--- config.mk ---
export PLATFORM = sky130hd
export DESIGN_NAME = game_flow_ctrl
export DESIGN_NICKNAME = d
export VERILOG_FILES = /design/src/rtl/game_flow_ctrl.sv
export SDC_FILE = /design/constraint.sdc
export NUM_CORES = 1
export LEC_CHECK = 0
export BUFFER_PORTS_ARGS = -buffer_cell sky130_fd_sc_hd__buf_2
export CAP_MARGIN = 20
export CORE_ASPECT_RATIO = 2
export CORE_UTILIZATION = 40
export DETAILED_ROUTE_END_ITERATION = 16
export PLACE_DENSITY = 0.54
export SLEW_MARGIN = 20
export SYNTH_ARGS = -nofsm -noshare
export SYNTH_HDL_FRONTEND = slang
export SYNTH_SLANG_ARGS = --single-unit
export TNS_END_PERCENT = 1
--- constraint.sdc ---
create_clock -name clk -period 3.3 [get_ports clk]
set_input_delay 0.495 -clock clk [delete_from_list [all_inputs] [get_ports clk]]
set_output_delay 0.495 -clock clk [all_outputs]
set_load 0.01 [all_outputs]
--- src/rtl/game_flow_ctrl.sv ---
// Top-level game sequencer: title -> map select -> map draw -> play -> game over -> title.
// Handshakes with the VGA draw datapath and paces gameplay with a per-frame tick.
module game_flow_ctrl #(
    parameter int FRAME_DIV      = 833333,
    parameter int GG_HOLD_FRAMES = 180
) (
    input  logic       clk,
    input  logic       resetn,
    input  logic       button1,
    input  logic       button2,
    input  logic       game_over,
    input  logic       draw_done,
    output logic [5:0] current_state,
    output logic [1:0] map_select,
    output logic       draw_start,
    output logic       play_en,
    output logic       frame_tick
);

    localparam logic [5:0] S_IDLE       = 6'd0;
    localparam logic [5:0] S_DRAW_TITLE = 6'd1;
    localparam logic [5:0] S_WAIT_SEL   = 6'd11;
    localparam logic [5:0] S_DRAW_MAP   = 6'd12;
    localparam logic [5:0] S_PLAY       = 6'd13;
    localparam logic [5:0] S_DRAW_GG    = 6'd14;
    localparam logic [5:0] S_GG_HOLD    = 6'd15;

    localparam logic [1:0] MAP1  = 2'b00;
    localparam logic [1:0] MAP2  = 2'b01;
    localparam logic [1:0] START = 2'b10;
    localparam logic [1:0] GG    = 2'b11;

    localparam int FW = (FRAME_DIV > 1) ? $clog2(FRAME_DIV) : 1;
    localparam int HW = $clog2(GG_HOLD_FRAMES + 1);
    localparam logic [FW-1:0] FRAME_LAST = FW'(FRAME_DIV - 1);
    localparam logic [HW-1:0] HOLD_LAST  = HW'(GG_HOLD_FRAMES - 1);

    logic [5:0]    state, next_state;
    logic [1:0]    map_next;
    logic          draw_next;
    logic [1:0]    btn_p0, btn_p1, btn_p2;
    logic [1:0]    btn_edge;
    logic [FW-1:0] frame_cnt;
    logic [HW-1:0] hold_cnt;
    logic          cnt_active, next_active, done_ok;

    // Buttons: two synchronizer stages, then a third stage for rising-edge detection
    always_ff @(posedge clk or negedge resetn) begin
        if (!resetn) begin
            btn_p0 <= '0;
            btn_p1 <= '0;
            btn_p2 <= '0;
        end else begin
            btn_p0 <= {button2, button1};
            btn_p1 <= btn_p0;
            btn_p2 <= btn_p1;
        end
    end

    assign btn_edge    = btn_p1 & ~btn_p2;
    assign cnt_active  = (state == S_PLAY) || (state == S_GG_HOLD);
    assign next_active = (next_state == S_PLAY) || (next_state == S_GG_HOLD);
    // draw_start is high only on a draw state's entry cycle, so this masks coincident done
    assign done_ok     = draw_done && !draw_start;

    always_ff @(posedge clk or negedge resetn) begin
        if (!resetn) state <= S_IDLE;
        else         state <= next_state;
    end

    always_comb begin
        next_state = state;
        map_next   = map_select;
        unique case (state)
            S_IDLE:       next_state = S_DRAW_TITLE;
            S_DRAW_TITLE: if (done_ok) next_state = S_WAIT_SEL;
            S_WAIT_SEL: begin
                if (btn_edge[0]) begin
                    next_state = S_DRAW_MAP;
                    map_next   = MAP1;
                end else if (btn_edge[1]) begin
                    next_state = S_DRAW_MAP;
                    map_next   = MAP2;
                end
            end
            S_DRAW_MAP:   if (done_ok) next_state = S_PLAY;
            S_PLAY:       if (game_over) next_state = S_DRAW_GG;
            S_DRAW_GG:    if (done_ok) next_state = S_GG_HOLD;
            S_GG_HOLD:    if (frame_tick && (hold_cnt == HOLD_LAST)) next_state = S_DRAW_TITLE;
            default:      next_state = S_IDLE;
        endcase
        if (next_state == S_DRAW_TITLE) map_next = START;
        if (next_state == S_DRAW_GG)    map_next = GG;
        draw_next = (next_state != state) &&
                    ((next_state == S_DRAW_TITLE) || (next_state == S_DRAW_MAP) ||
                     (next_state == S_DRAW_GG));
    end

    always_comb begin
        current_state = state;
        play_en       = (state == S_PLAY);
        frame_tick    = cnt_active && (frame_cnt == FRAME_LAST);
    end

    // Frame counter only runs while staying in a paced state, so entry always starts at zero
    always_ff @(posedge clk or negedge resetn) begin
        if (!resetn) begin
            map_select <= START;
            draw_start <= 1'b0;
            frame_cnt  <= '0;
            hold_cnt   <= '0;
        end else begin
            map_select <= map_next;
            draw_start <= draw_next;
            if (cnt_active && next_active)
                frame_cnt <= (frame_cnt == FRAME_LAST) ? '0 : frame_cnt + 1'b1;
            else
                frame_cnt <= '0;
            if (state != S_GG_HOLD)
                hold_cnt <= '0;
            else if (frame_tick)
                hold_cnt <= hold_cnt + 1'b1;
        end
    end

endmodule

==> After elaboration in Yosys (flattened, before gate mapping) <==
Cells that the tools add are included.
{ "word_totals": {"ff_bits": 43, "input_bits": 6, "output_inout_bits": 11, "elab_cells": 59} }
{ "classes": {"n_addsub": 2, "eq_ne": 15, "n_mux": 17, "bitwise_logic": 2, "n_reduce_logical": 15} }
{ "op_table": {"columns": ["operator", "count"], "rows": [
  ["$eq 6x4->1 const B", 9],
  ["$mux 6", 7],
  ["$pmux 6 s7", 1],
  ["$mux 20", 2],
  ["$add 20x1->20 const B", 1],
  ["$eq 20x20->1 const B", 1],
  ["$mux 8", 2],
  ["$eq 6x1->1 const B", 2],
  ["$mux 2", 5],
  ["$add 8x1->8 const B", 1],
  ["$eq 8x8->1 const B", 1],
  ["$logic_not 6->1", 1],
  ["$ne 6x4->1 const B", 1],
  ["$ne 6x6->1", 1],
  ["$logic_and 1x1->1", 5],
  ["$logic_or 1x1->1", 4],
  ["$reduce_bool 4->1", 1],
  ["$reduce_bool 3->1", 1],
  ["$and 2x2->2", 1],
  ["$not 2->2", 1],
  ["$reduce_and 2->1", 1],
  ["$reduce_bool 2->1", 1],
  ["$logic_not 1->1", 1]
]} }

==> Depth between registers and ports, before layout <==
{ "logic_depth": {"word_depth": 10, "mapped_depth": 9, "mapped_depth_nobuf": 9} }

==> Worst setup path after synthesis <==
No wires, ideal clock.
{ "synth_timing": {"path_type": "register to register", "startpoint": "register frame_cnt[0]", "endpoint": "register draw_start", "arrival_ns": 1.804, "required_time_ns": 3.176, "setup_slack_ns": 1.372, "path_stages_with_launch": 10, "period_less_slack_ns": 1.928, "path_cell_list": "dfrtp_1 > inv_1 > ha_1 > and4bb_1 > nand4_4 > nor4_4 > nor2_2 > o31a_1 > a21oi_1 > nor2_1"} }
{ "synth_between": {"elab_chain_cells": 9, "word_cells_on_any_way": 12, "cone_classes": "5 x eq/ne; 2 x mux; 5 x reduce/logical"} }
{ "synth_rtl": {"columns": ["item", "line", "source"], "rows": [
  ["start: declaration", "43", "logic [FW-1:0] frame_cnt;"],
  ["start signal: assignment", "116", "frame_cnt <= (frame_cnt == FRAME_LAST) ? '0 : frame_cnt + 1'b1;"],
  ["$eq 20x20->1 *", "102", "frame_tick = cnt_active && (frame_cnt == FRAME_LAST);"],
  ["$logic_and 1x1->1 *", "102", null],
  ["$logic_and 1x1->1 *", "89", "S_GG_HOLD: if (frame_tick && (hold_cnt == HOLD_LAST)) next_state = S_DRAW_TITLE;"],
  ["$mux 6 *", "89", null],
  ["$pmux 6 s7 *", "74", "unique case (state)"],
  ["$eq 6x1->1 / $eq 6x4->1 (equally long branches)", "95", "((next_state == S_DRAW_TITLE) || (next_state == S_DRAW_MAP) ||"],
  ["$logic_or 1x1->1 (2 in series)", "95", null],
  ["$logic_and 1x1->1 *", "94", "draw_next = (next_state != state) &&"],
  ["net draw_next", "40", "logic draw_next;"],
  ["end signal: assignment", "114", "draw_start <= draw_next;"],
  ["end: declaration", "15", "output logic draw_start,"]
]} }
The timed path passes the listed nets; every way through them passes the cells marked *.
A chain may end at the register's enable or synchronous reset.

==> Final worst setup path <==
{ "layout_timing": {"startpoint": "register frame_cnt[0]", "endpoint": "output frame_tick"} }
{ "layout_between": {"elab_chain_cells": 2} }
{ "layout_rtl": {"columns": ["item", "line", "source"], "rows": [
  ["$eq 20x20->1", "102", null],
  ["$logic_and 1x1->1", "102", null],
  ["end: declaration", "17", "output logic frame_tick"]
]} }
Every way passes these cells.

==> impl_metrics.tcl <==
set metrics [dict create \
    diodes 0 \
    setup_viol 0 \
    ant_nets 0 \
    ir_worst_vdd_mv 0.474 \
    coreArea_um2 5420 \
    synth_area_per_cell_um2 10.4 \
    dp.final_hpwl_mm 3.13 \
    async_reset_ff_frac 1.00 \
    min_to "btn_p0[1]" \
    synth_flop_cell "dfrtp_1" \
    detail_route.wl_per_cell_um 14.5 \
    grt-ovfl-total 0 \
    power_frac_seq 0.508 \
    worstMarginPinSlew_ps 967 \
    fmax_ghz 0.451 \
    regArea_um2 1080 \
    pwr-share-comb 0.035 \
    first_pass_iters 4 \
    grt_pass1_vias 1593 \
    p_sw_mw 0.217 \
    cp_data_arrival_time_ps 1720 \
    die_area_um2 5960 \
    via_count 1562 \
    die_w_um 55.1 \
    final_cells 295 \
    syn_area_um2 2250 \
    clock_latency_ps 300 \
    swShare 0.204 \
    drc 0 \
    ctsRootBufferMaster "clkbuf_8" \
    min_period_ps 2220 \
    status "finished clean" \
    clkPwrFrac 0.457 \
    ios 17 \
    synth_seq_area_share 0.478 \
    synth_seq_cells 43 \
    post-route-period-util 0.673 \
    rows 38 \
    clock_skew_ps 6.57 \
    h-tree-depth 2 \
    pre_cts_ws_ps 1190 \
    r2r_setup_slack_ps 1200 \
    port_buffers 16 \
    fillers 532 \
    power_mw 1.07 \
    cts_tree "built" \
    startpoint_type "flip-flop" \
    grt_pass1_wl_mm 6.98 \
    drt-total-wl_mm 4.27 \
    cts_sinks 43 \
    relSlewSlack 0.356 \
    cp.required_ps 2800 \
    postSynthCellCount 217 \
    r2r_end "map_select[0]" \
    hold_buffers 0 \
    endpoint_kind "output port" \
    fin_ws_ps 1080 \
    clockBufferDepth 2 \
    min_path_type "in -> reg" \
    synth_edf_count 0 \
    path_clk_slew_ps 80 \
    hold_viol_final 0 \
    rsz0062_at_grt "false" \
    timing.max_cap.violations 0 \
    place_area_um2 2370 \
    drv_slew 0 \
    postCtsResizedCells 0 \
    dp.cells 287 \
    fin_tns_setup_ps 0 \
    die_h_um 108 \
    whs_path_depth 1 \
    vias_per_cell 5.29 \
    start_util 0.416 \
    yosysUniqueCellTypes 52 \
    gp_congestion 0.758 \
    cp_max_fo 4 \
    power_leakage_nw 1.11 \
    synth_warnings 0 \
    r2r_cells 9 \
    internal-power_mw 0.849 \
    grt_max_degree 44 \
    nNetsFinal 243 \
    layout-drive-gt1-share 0.187 \
    worstSetupPathType "reg -> out" \
    syn_to_final_growth_pct 10.9 \
    antenna_found_initial 0 \
    post-cts-setup-buffers 0 \
    multiInputGateArea_um2 1090 \
    first_iter_violations 31 \
    grt_usage 0.168 \
    power_density_nw_per_um2 427 \
    numCtsBuffers 5 \
    min_from "button2" \
    design_area_um2 2500 \
    timing.rr.start "frame_cnt[0]" \
]
[how the worst max path moves through the flow]
stage / endpoint / depth (start not counted) / startpoint / slack (ps)
2_1_floorplan: draw_start / 9 / frame_cnt[0] / 1370
3_3_place_gp: map_select[0] / 9 / frame_cnt[0] / 1220
3_5_place_dp: map_select[0] / 9 / frame_cnt[0] / 1190
4_1_cts: frame_tick / 6 / frame_cnt[0] / 1060
5_1_grt: frame_tick / 6 / frame_cnt[0] / 950
6_report: frame_tick / 6 / frame_cnt[0] / 1080
[cell usage in the layout, fill, tap and decap left out, drive strengths merged, types with 6 or more instances in the layout]
cell type  Yosys  final
a21oi         12     12
dfrtp         42     42
nand3         10     10
buf            6     16
nand2         16     16
inv           11     11
xor2          15     15
xnor2          7      7
nand4          6      6
nor2          34     34
clkbuf         1      6
[power by group through the flow]
stage	clock, mW	combinational (mW)	sequential, mW
4_1_cts	0.499	0.0388	0.542
6_report	0.487	0.0374	0.542
3_5_place_dp	0	0.0385	0.552
2_1_floorplan	0	0.0189	0.550
5_1_grt	0.516	0.0421	0.543
3_3_place_gp	0	0.0387	0.552
[routing by layer]
layer,GRT usage,up-vias,routed length (µm)
met3,0.0338,6,100
met5,0,-,0
li1,-,773,-
met2,0.312,17,2330
met4,0.0857,0,103
met1,0.159,766,1740
[synthesized netlist by cell type, types with 2 or more instances]
master,count,share of area
nor4_4,2,0.019
nand4_1,4,0.011
and4bb_1,3,0.017
nand2_1,16,0.027
inv_1,11,0.018
a211oi_1,2,0.0067
nor2b_1,3,0.0083
nand3b_1,2,0.0067
or3_1,3,0.0083
xnor2_1,7,0.027
nand3_1,10,0.022
nor2_1,32,0.053
nor3_1,2,0.0044
buf_2,4,0.0089
buf_6,2,0.010
xor2_1,15,0.058
a21oi_2,5,0.019
dfrtp_1,42,0.47
a21oi_1,7,0.016
ha_1,3,0.017
and3_1,3,0.0083
and2_1,4,0.011
nand4_4,2,0.019
and3_2,2,0.0067
o21ai_0,4,0.0089
[critical path, stage by stage (launching register included)]
cell	delay (ps)
dfrtp_1	420
inv_1	70
ha_1	130
and4bb_1	240
nand4_4	160
nor3_1	240
buf_2	170
[per-stage QoR]
| step | hold WS [ps] | utilization |
|---|---|---|
| 3_5_place_dp | 336 | 0.437 |
| 3_3_place_gp | 334 | 0.437 |
| 5_1_grt | 284 | 0.461 |
| 2_1_floorplan | 199 | - |
| 4_1_cts | 288 | 0.461 |
| 6_report | 295 | 0.461 |
[registers in the layout (all words and copies together) (netlist names)]
signal / flops
hold_cnt: 8
map_select: 2
btn_p1: 2
btn_p0: 2
btn_p2: 2
draw_start: 1
frame_cnt: 20
current_state: 6
[layout make-up]
cell class,instances,area share
Timing Repair Buffer,16,0.0320
Clock inverter,2,0.0240
Inverter,11,0.0165
Sequential cell,43,0.431
Multi-Input combinational cell,157,0.437
Tap cell,60,0.0300
Clock buffer,6,0.0290
[cell families (layout without fill, tap and decap cells)]
| group | after synthesis | after routing | share of synthesized area |
|---|---|---|---|
| simple gates | 102 | 102 | 0.287 |
| buf+inv | 18 | 35 | 0.0388 |
| xor+xnor | 22 | 22 | 0.0855 |
| fa+ha+maj | 3 | 3 | 0.0166 |
| flops | 43 | 43 | 0.478 |
| compound gates | 28 | 28 | 0.0927 |
| other cells | 1 | 2 | 0.00166 |
(Power assumes the default switching activity.)
